===== config.mk =====
export PLATFORM = sky130hd
export DESIGN_NAME = counter_mod_n
export DESIGN_NICKNAME = d
export VERILOG_FILES = /design/src/rtl/counter_mod_n.sv
export SDC_FILE = /design/constraint.sdc
export NUM_CORES = 1
export LEC_CHECK = 0
export BUFFER_PORTS_ARGS = -buffer_cell sky130_fd_sc_hd__buf_2
export CAP_MARGIN = 20
export CORE_UTILIZATION = 40
export DETAILED_ROUTE_END_ITERATION = 16
export PLACE_DENSITY = 0.66
export SETUP_SLACK_MARGIN = 0.5
export SLEW_MARGIN = 20
export SYNTH_ARGS = -nofsm -noshare
export SYNTH_HDL_FRONTEND = slang
export SYNTH_SLANG_ARGS = --single-unit

===== constraint.sdc =====
create_clock -name clk_i -period 1.8 [get_ports clk_i]
set_input_delay 0.09 -clock clk_i [delete_from_list [all_inputs] [get_ports clk_i]]
set_output_delay 0.09 -clock clk_i [all_outputs]
set_load 0.005 [all_outputs]

===== src/rtl/counter_mod_n.sv =====
// Up/down modulo-(MAX+1) counter with wrap/saturate boundary handling, a one-cycle
// terminal-count pulse and a sticky overflow flag.
// Optional prescaler: define COUNTER_PRESCALE_EN to step only once every PRE_DIV
// enabled cycles. Without the macro every enabled cycle is a step.
module counter_mod_n #(
    parameter int unsigned N       = 8,
    parameter int unsigned MAX     = 255,
    parameter int unsigned PRE_DIV = 4
) (
    input  logic         clk_i,
    input  logic         rst_i,
    input  logic         en_i,
    input  logic         up_i,
    input  logic         sat_i,
    input  logic         load_i,
    input  logic [N-1:0] load_val_i,
    input  logic         clr_ovf_i,
    output logic [N-1:0] count_o,
    output logic         tc_o,
    output logic         ovf_o
);

    localparam logic [N-1:0] MaxVal = N'(MAX);
    localparam logic [N-1:0] One    = N'(1);

    logic [N-1:0] count_q, count_d;
    logic         tc_q, tc_d;
    logic         ovf_q, ovf_d;
    logic         step;
    logic         at_bound;
    logic         bound_evt;

`ifdef COUNTER_PRESCALE_EN
    localparam int unsigned PhW      = (PRE_DIV > 2) ? $clog2(PRE_DIV) : 1;
    localparam logic [PhW-1:0] PhLast = PhW'(PRE_DIV - 1);

    logic [PhW-1:0] phase_q, phase_d;

    // Phase advances on enabled cycles; load restarts the prescale interval.
    always_comb begin
        phase_d = phase_q;
        if (load_i) begin
            phase_d = '0;
        end else if (en_i) begin
            phase_d = (phase_q == PhLast) ? '0 : phase_q + PhW'(1);
        end
    end

    assign step = en_i && !load_i && (phase_q == PhLast);

    // Prescaler phase register.
    always_ff @(posedge clk_i) begin
        if (rst_i) begin
            phase_q <= '0;
        end else begin
            phase_q <= phase_d;
        end
    end
`else
    logic unused_pre_div;
    assign unused_pre_div = (PRE_DIV > 1);

    assign step = en_i && !load_i;
`endif

    // A step at the top going up, or at zero going down, is a boundary event.
    assign at_bound  = up_i ? (count_q == MaxVal) : (count_q == '0);
    assign bound_evt = step && at_bound;

    // Next-state: load beats step; boundary either wraps or holds depending on sat.
    always_comb begin
        count_d = count_q;
        if (load_i) begin
            count_d = (load_val_i > MaxVal) ? MaxVal : load_val_i;
        end else if (step) begin
            if (bound_evt) begin
                if (!sat_i) begin
                    count_d = up_i ? '0 : MaxVal;
                end
            end else begin
                count_d = up_i ? (count_q + One) : (count_q - One);
            end
        end
        tc_d  = bound_evt;
        // Setting wins over a coincident clear.
        ovf_d = bound_evt || (ovf_q && !clr_ovf_i);
    end

    // State registers with synchronous active-high reset.
    always_ff @(posedge clk_i) begin
        if (rst_i) begin
            count_q <= '0;
            tc_q    <= 1'b0;
            ovf_q   <= 1'b0;
        end else begin
            count_q <= count_d;
            tc_q    <= tc_d;
            ovf_q   <= ovf_d;
        end
    end

    assign count_o = count_q;
    assign tc_o    = tc_q;
    assign ovf_o   = ovf_q;

endmodule


==> run metrics, run 1 <==
status finished, final reports clean; Net Count, Synth 130; antenna cell count 0; WHS roughly 83 ps; max-cap violations 0; clk_skew ~0.41 ps; Synth area leaders dfxtp_1, a2111oi_2, ha_1, a21oi_1, xnor2_1; fin util 71.8%; register area share after synthesis 22.1%; TritonCTS Sinks 10; Worst setup EP type register; final setup vio count 0; crit path from count_o[4]; setup ws final approximately 73 ps; Max FO, Critical Path 4; Clock Path Buffers 2; drt drc 0; Worst Setup Start Kind register; Worst-Margin Slew 351 ps; vias in the first global route 936; grt ovf 0; Synth area leader dfxtp_1; GP Congestion ~0.79; Die Wd around 50 um; maximum clock rate just under 0.6 GHz; via count ~1.0k; CTS tree done; crit-path cells ha_4, or3_1, o22ai_2, mux2i_1, xnor2_1, a31o_1; clock slew at reported path FFs around 70 ps; FF+latch count, synth 10; reg2reg start count_o[4]; DRT antenna net count 0; Slowest-stage cell, CP or3_1; Critical Path Sink count_o[7]; crit share post-route a little over nine tenths; Worst-Skew Late Latency between 200 and 300 ps; Post-DP Area around 1300 um^2; Synth Area per Inst between 8 and 9 um^2; Area growth syn-to-layout 62.0%; Slew Viols, Final 0; CTS H-Tree Depth 1; Total Power 0.898 mW; post-synthesis cell area a little over 900 um^2; CP bufs+invs 0; 1st-iter DRT viols 20; WL per Instance 15.2 um; most frequent cells in the layout buf_2, buf_4, nor2_1; antenna violations before repair 0; Stages on worst setup path 6; clk root buf clkbuf_4; row count 16; Hold Crit Class input pin to register; Vias/cell between 5 and 6; Routed WL 2760 um; final hold viol count 0; CP top delay family simple AND/OR/NAND/NOR gates; commonest non-fill, non-tap cell in the layout buf_2; Worst VDD drop 0.000700 V; Place WS -131 ps; detailed placer's ending HPWL ~2000 um; path depth of the worst reg2reg path 6; relative max-transition margin between 70 and 80%; Crit Path Class register to register; Ys Warns 0; R2R Setup Slk roughly 73 ps; worst r2r dst count_o[7]; largest net degree at the start of global routing 16; Synth cell types 41; first-pass GRT wire length between 4000 and 5000 um; crit path time final ~1700 ps; Lkg Pwr between 0.6 and 0.7 nW; Filler cells roughly 170; share of cells above drive strength 1 approximately 57%; slowest stage delay, CP 380 ps; DIE AREA 2460 um^2; die height around 50 um; I/O Buffers 24; Post-Syn Instances 108; Synth top area share between 20 and 25%; PwrDens 613 nW/um^2; CTS Buf Count 3; Core ar. 2040 um^2; RSZ-0062 raised after global routing true; Design Area, Final ~1500 um^2; fin nets ~180; io pins 25; WP data required around 2000 ps; Total GRT Usage between 20 and 25%; Initial Util roughly 44%; Pre-antenna DRT Iters 4; Worst Path Arrival about 1900 ps
==> timing repair <==
item                       in CTS  in global routing
hold buffers                    0                  0
setup buffers                   5                  3
setup endpoints to repair      10                 10
resized for setup              13                  9
pin swaps                      15                 19
==> layout make-up <==
type / count / area [um^2] / area share (%)
Clock buffer: 4 / 36.3 / 2.48
Tap cell: 27 / 33.8 / 2.31
Multi-Input combinational cell: 89 / 843 / 57.6
Timing Repair Buffer: 45 / 302 / 20.6
Inverter: 6 / 26.3 / 1.79
Sequential cell: 10 / 224 / 15.3
==> per-stage QoR <==
step | std cells | setup TNS [ps]
finish | 181 | 0
global route | 181 | 0
CTS | 178 | 0
detailed placement | 169 | -195
global placement | 169 | -93.6
floorplan | 108 | 0
==> where the power goes <==
group	total (mW)	switching, mW	internal (mW)
Combinational	0.414	0.192	0.222
Sequential	0.278	0.0372	0.241
Clock	0.205	0.0826	0.123
Total	0.898	0.312	0.586
==> tightest hold or removal path, stage by stage <==
cell and delay (ps):
buf_2 80, nand2b_1 90, a21oi_1 50
==> flip-flops by register name, summed over array words and instances (netlist names) <==
register and flops:
count_o 8, tc_o 1, ovf_o 1
==> cells by family after synthesis <==
group,count (synthesis),synth area share (%)
XOR/XNOR,6,5.81
flip-flops,10,22.1
adder cells (fa/ha/maj),7,10.5
AND/OR/NAND/NOR,44,28.6
buffers and inverters,9,3.87
AO/OA/AOI/OAI,31,27.9
multiplexers,1,1.11
==> metal layers <==
metal  wire length (um)  part of all wire (%)  track usage [%]
met1               1130                    41             26.7
met2               1440                    52             40.3
met3                150                   5.4             5.86
met4                 44                   1.6             4.29
met5                  0                     0                0
==> worst min path at each step <==
stage | start | endpoint | cells after the start
after floorplan | clr_ovf_i | ovf_o | 2
after global placement | clr_ovf_i | ovf_o | 3
after detailed placement | clr_ovf_i | ovf_o | 3
after CTS | clr_ovf_i | ovf_o | 3
after global routing | clr_ovf_i | ovf_o | 3
final | clr_ovf_i | ovf_o | 3
==> synthesized netlist by cell type <==
cell type   n
nor2_1     12
a21oi_1    11
dfxtp_1    10
nor2b_1     8
ha_1        6
xnor2_1     6
a2111oi_2   5
inv_1       5
nand2_1     5
a21oi_2     2
clkbuf_1    2
nand2b_1    2
nand3_1     2
nand4_1     2
o211ai_1    2
o21a_1      2
o22ai_1     2
a211o_1     1
a211oi_1    1
a21o_1      1
a31o_1      1
and2_1      1
and3_1      1
and3_2      1
and4_1      1
and4_4      1
buf_2       1
clkinv_1    1
fa_1        1
mux2i_1     1
nand2_2     1
nand4b_1    1
nand4b_2    1
nor3_1      1
nor4_2      1
nor4b_1     1
o21ai_0     1
o21ai_2     1
o21ai_4     1
or3_1       1
or4_1       1
No activity file was read; power rests on OpenSTA's default activity.
==> inputs of run 2 (changes only) <==
HOLD_SLACK_MARGIN = 0.12   (was not set)
RECOVER_POWER = 50   (was not set)
REMOVE_ABC_BUFFERS = 1   (was not set)
==> run 2 against run 1 <==
Cell count grew 2.2%. Wire length grew 16%. Global-route usage up 4.1 points. Flip-flop and latch count stayed put. Largest power group unchanged. Maximum frequency fell by 1.1%. Sequential power fell by 4%. Worst hold slack improved by 43 ps. Power rose by 6.5%. Critical path type unchanged. First-iteration DRC count increased by 95%.
==> run metrics, run 2 (synthesis results as in run 1) <==
sw frac 36.6% (+1.8 points); Worst Path Arrival 1930 ps (+40 ps); path depth of the worst reg2reg path 7 (+1); fin util 73.5% (+1.7 points); share of cells above drive strength 1 57.0% (-0.18 points); vias in the first global route 1,073 (+15%); Die Wd 49.6 um (unchanged); PwrDens 637 nW/um^2 (+4.0%); power share of the combinational group 48.8% (+2.7 points); clock slew at reported path FFs 80 ps (about the same); Clock Path Buffers 2 (unchanged); GP Congestion 0.957 (+21%); fin nets 181 (+2.3%); clk root buf clkbuf_4; crit share post-route 97.0% (+1.0 points); Stages on worst setup path 7 (+1); Slowest-stage cell, CP dfxtp_1; Routed WL 3210 um (+16%); number of flip-flops under the largest register name 8 (unchanged); CP top delay family compound AO/OA/AOI/OAI gates; Max FO, Critical Path 5 (+1); I/O Buffers 24 (unchanged); DRT antenna net count 0 (unchanged); Worst Setup Start Kind register; Lkg Pwr 0.621 nW (+3.1%); Worst setup EP type register; Total Power 0.956 mW (+6.5%); CTS Buf Count 3 (unchanged); Hold Crit Class input pin to register; most frequent cells in the layout buf_2, buf_4, nor2_1; CTS tree done; Clock power frac 23.3% (+0.4 points); CTS H-Tree Depth 1 (unchanged); WP data required 1990 ps (+20 ps); grt ovf 0 (unchanged); crit path time final 1750 ps (+18.9 ps); relative max-transition margin 76.8% (+0.42 points); Pre-antenna DRT Iters 5 (+1); die height 49.6 um (unchanged); CP bufs+invs 1 (+1); slowest stage delay, CP 360 ps (-20 ps); most used cell, CP and4_4; Initial Util 44.3% (unchanged); crit-path cells buf_6, and4_4, and4_4, o21ai_4, a21oi_2, o21a_1, a211oi_2; drt drc 0 (unchanged); final hold viol count 0 (unchanged); DIE AREA 2460 um^2 (unchanged); Vias/cell 5.84 (+2.6%); Worst-Skew Late Latency 280 ps (about the same); Int Pwr 0.607 mW (+3.5%); io pins 25 (unchanged); final setup vio count 0 (unchanged); status finished, final reports clean; WL per Instance 17.3 um (+14%); clk_skew 2.44 ps (+2.03 ps); antenna cell count 0 (unchanged); via count 1,081 (+4.8%); Slew Viols, Final 0 (unchanged); Sw Pwr 0.349 mW (+12%); TritonCTS Sinks 10 (unchanged); Area growth syn-to-layout 65.8%; RSZ-0062 raised after global routing true; Hold Path Cell Cnt 4 (+1); maximum clock rate 0.573 GHz (-1.1%); Crit Path Class register to register; largest net degree at the start of global routing 15 (-1); Worst-Margin Slew 348 ps (-2.55 ps); antenna violations before repair 0 (unchanged); detailed placer's ending HPWL 1950 um (-0.93%); first-pass GRT wire length 4860 um (+16%); commonest non-fill, non-tap cell in the layout buf_2; max-cap violations 0 (unchanged); row count 16 (unchanged); 1st-iter DRT viols 39 (+95%); Worst VDD drop 0.000553 V (-21%); Core ar. 2040 um^2 (unchanged); Flop pwr share 27.8% (-3.2 points); Total GRT Usage 26.6% (+4.1 points)
run 2: cell count changes in the layout (fill, tap and decap cells not counted), moves of 2 or more:
cell and change:
dfxtp_1 +2, dfxtp_4 -5, buf_6 +4, dfxtp_2 +3
run 2: repair_timing:
action / 4_1_cts / 5_1_grt
resized for setup: 32 / 11
endpoints found under the setup margin: 10 / 10
endpoints found under the hold margin: 1 / 0
pin swaps: 24 / 10
buffers inserted: 4 / 3
hold buffers: 1 / 0
run 2: routing by layer:
layer	GRT usage (%)	wire [um]
met1	27.9	1260
met2	45.9	1630
met3	7.41	189
met4	17.1	128
met5	0	0
run 2: worst paths after layout:
check	from	to	slack [ps]
setup / recovery	count_o[5]	count_o[2]	50
hold / removal	load_val_i[0]	count_o[0]	130
setup reg to reg	count_o[5]	count_o[2]	50
hold reg to reg	ovf_o	ovf_o	470
run 2: area by class of cell:
cell class	count	area [um^2]
well taps	27	33.8
fillers	158	542
multi-input cells	89	858
repair buffers	49	337
inverters	6	26.3
clock buffers	4	36.3
flip-flops and latches	10	209
run 2: through the flow:
step                      setup slack [ps]  TNS, ps  cells  cell area (um^2)  hold WS [ps]
final                                 54.2        0    185              1500           127
after global routing                 -9.77    -9.77    185              1500           127
after CTS                             92.2        0    182              1420           131
after detailed placement              -153     -311    173              1170           363
after global placement                -146     -205    173              1170           359
after floorplan                      -1.93    -1.93    105               892           159
run 2: worst reg2reg max path, cell delays in order, from the launching register on:
cell and delay [ps]:
dfxtp_1 360, buf_6 150, and4_4 190, and4_4 200, o21ai_4 240, a21oi_2 90, o21a_1 230, a211oi_2 200
run 2: power groups by stage:
stage | clock [mW] | combinational, mW | sequential (mW)
2_1_floorplan | 0 | 0.187 | 0.270
3_3_place_gp | 0 | 0.330 | 0.260
3_5_place_dp | 0 | 0.338 | 0.260
4_1_cts | 0.217 | 0.415 | 0.264
5_1_grt | 0.238 | 0.494 | 0.267
6_report | 0.223 | 0.467 | 0.266
==> inputs of run 3 (changes only) <==
CTS_CLUSTER_DIAMETER = 120   (was not set)
SETUP_SLACK_MARGIN = 0.15   (was 0.5)
==> run 3 against run 2 <==
Combinational power rose by 4%. Die area did not move. Critical endpoint is now count_o[6]. Critical path type unchanged. Wire length rose by 1.5%. Power rose by 1.8%. Highest routed layer unchanged. Flip-flop and latch count did not move. Cell count fell by 1.6%. First-iteration DRC count fell by 13%. Non-clock buffer count fell by 3. Sequential power barely moved. Critical path depth did not move. Core utilization rose by 1.1 points.
==> run metrics, run 3 (synthesis results as in run 1) <==
drt drc 0 (unchanged); via count 1,033 (-4.4%); I/O Buffers 24 (unchanged); maximum clock rate 0.565 GHz (-1.3%); WP data required 1980 ps (about the same); crit path time final 1770 ps (+23.7 ps); Sw Pwr 0.360 mW (+3.1%); Routed WL 3260 um (+1.5%); number of flip-flops under the largest register name 8 (unchanged); CTS H-Tree Depth 1 (unchanged); antenna cell count 0 (unchanged); Worst-Margin Slew 404 ps (+55.7 ps); max-cap violations 0 (unchanged); grt ovf 0 (unchanged); DIE AREA 2460 um^2 (unchanged); fin util 74.6% (+1.1 points); Vias/cell 5.68 (-2.9%); clk root buf clkbuf_4; Lkg Pwr 0.616 nW (-0.80%); io pins 25 (unchanged); first-pass GRT wire length 4840 um (-0.58%); TritonCTS Sinks 10 (unchanged); GP Congestion 0.957 (unchanged); Area growth syn-to-layout 68.3%; status finished, final reports clean; Worst Path Arrival 1950 ps (+20 ps); relative max-transition margin 73.1% (-3.7 points); 1st-iter DRT viols 34 (-13%); R2R Setup Slk 30 ps (-20 ps); sw frac 37.0% (+0.49 points); die height 49.6 um (unchanged); final hold viol count 0 (unchanged); Hold Crit Class input pin to register; most frequent cells in the layout buf_2, buf_4, nor2_1; fin nets 178 (-1.7%); Die Wd 49.6 um (unchanged); CTS tree done; Filler cells 150 (-5.1%); antenna violations before repair 0 (unchanged); DRT antenna net count 0 (unchanged); Flop pwr share 27.4% (-0.4 points); clk_skew 3.64 ps (+1.20 ps); Slew Viols, Final 0 (unchanged); crit path from count_o[2]; Total GRT Usage 26.6% (about the same); Clock power frac 22.8% (-0.5 points); reg2reg start count_o[2]; Design Area, Final 1520 um^2 (+1.5%); clock slew at reported path FFs 80 ps (about the same); crit share post-route 98.3% (+1.3 points); Int Pwr 0.613 mW (+1.0%); Worst setup EP type register; Worst VDD drop 0.000664 V (+20%); Core ar. 2040 um^2 (unchanged); Initial Util 44.3% (unchanged); CTS Buf Count 3 (unchanged); Worst-Skew Late Latency 280 ps (about the same); Max FO, Critical Path 3 (-2); row count 16 (unchanged); commonest non-fill, non-tap cell in the layout buf_2; PwrDens 639 nW/um^2 (+0.28%); vias in the first global route 1,051 (-2.1%); Final TNS setup 0 ps (unchanged); Crit Path Class register to register; Post-DP Area 1170 um^2 (unchanged); power share of the combinational group 49.8% (+1.0 points); hold wc startpoint load_val_i[0]; WL per Instance 17.9 um (+3.2%); Worst Setup Start Kind register; RSZ-0062 raised after global routing true; share of cells above drive strength 1 58.7% (+1.7 points); multi-input logic area 900 um^2 (+4.8%); largest net degree at the start of global routing 15 (unchanged); detailed placer's ending HPWL 1950 um (unchanged); final setup vio count 0 (unchanged); Pre-antenna DRT Iters 4 (-1); Clock Path Buffers 2 (unchanged); Reg area 213 um^2 (+1.8%)
## run 3: cell count changes in the layout (fill, tap and decap cells not counted), moves of 2 or more
cell and change:
a2111oi_2 -3, a2111oi_4 +3, a21oi_2 +3, buf_4 -3, a21oi_1 -2, xnor2_1 -2, xnor2_2 +2
## run 3: per-layer routing
metal	routed length [um]	global-route usage, %	part of all wire [%]	vias to the layer above
met5	0	0	0	-
met4	87	13.8	2.7	0
met3	190	6.79	5.8	8
met2	1710	46.2	52	44
met1	1270	29.5	39	481
li1	-	-	-	500
## run 3: stage by stage
stage / hold WS (ps) / total power [mW] / setup slack, ps / std cells
finish: 132 / 0.973 / 30.5 / 182
global route: 147 / 1.02 / -15.5 / 182
CTS: 131 / 0.897 / 91.1 / 181
detailed placement: 363 / 0.598 / -153 / 173
global placement: 359 / 0.591 / -146 / 173
floorplan: 159 / 0.457 / -1.93 / 105
## run 3: timing repair
action,CTS,global route
setup endpoints to repair,8,8
pin swaps,22,16
hold buffers,1,0
buffers inserted,3,1
endpoints found under the hold margin,1,0
gates resized for setup,32,16
## run 3: power by group through the flow
stage / logic (mW) / registers (mW) / clock network, mW
2_1_floorplan: 0.187 / 0.270 / 0
3_5_place_dp: 0.338 / 0.260 / 0
4_1_cts: 0.416 / 0.264 / 0.217
5_1_grt: 0.513 / 0.268 / 0.240
3_3_place_gp: 0.330 / 0.260 / 0
6_report: 0.485 / 0.267 / 0.222
## run 3: final timing paths
kind | end | cells after the start
max | count_o[6] | 7
min | count_o[0] | 4
max reg2reg | count_o[6] | 7
min reg2reg | ovf_o | 2
## run 3: final cells by class
| class | instances | share of cell area [%] |
|---|---|---|
| flip-flops and latches | 10 | 14.0 |
| inverters | 6 | 1.73 |
| clock buffers | 4 | 2.38 |
| well taps | 27 | 2.22 |
| repair buffers | 46 | 20.6 |
| multi-input cells | 89 | 59.1 |
## run 3: worst max-delay path, stage by stage (launching register included)
cell	delay, ps
dfxtp_4	360
ha_4	270
a21o_1	140
a21oi_2	80
or4_1	390
nand4_1	110
a21oi_1	90
a2111oi_2	220
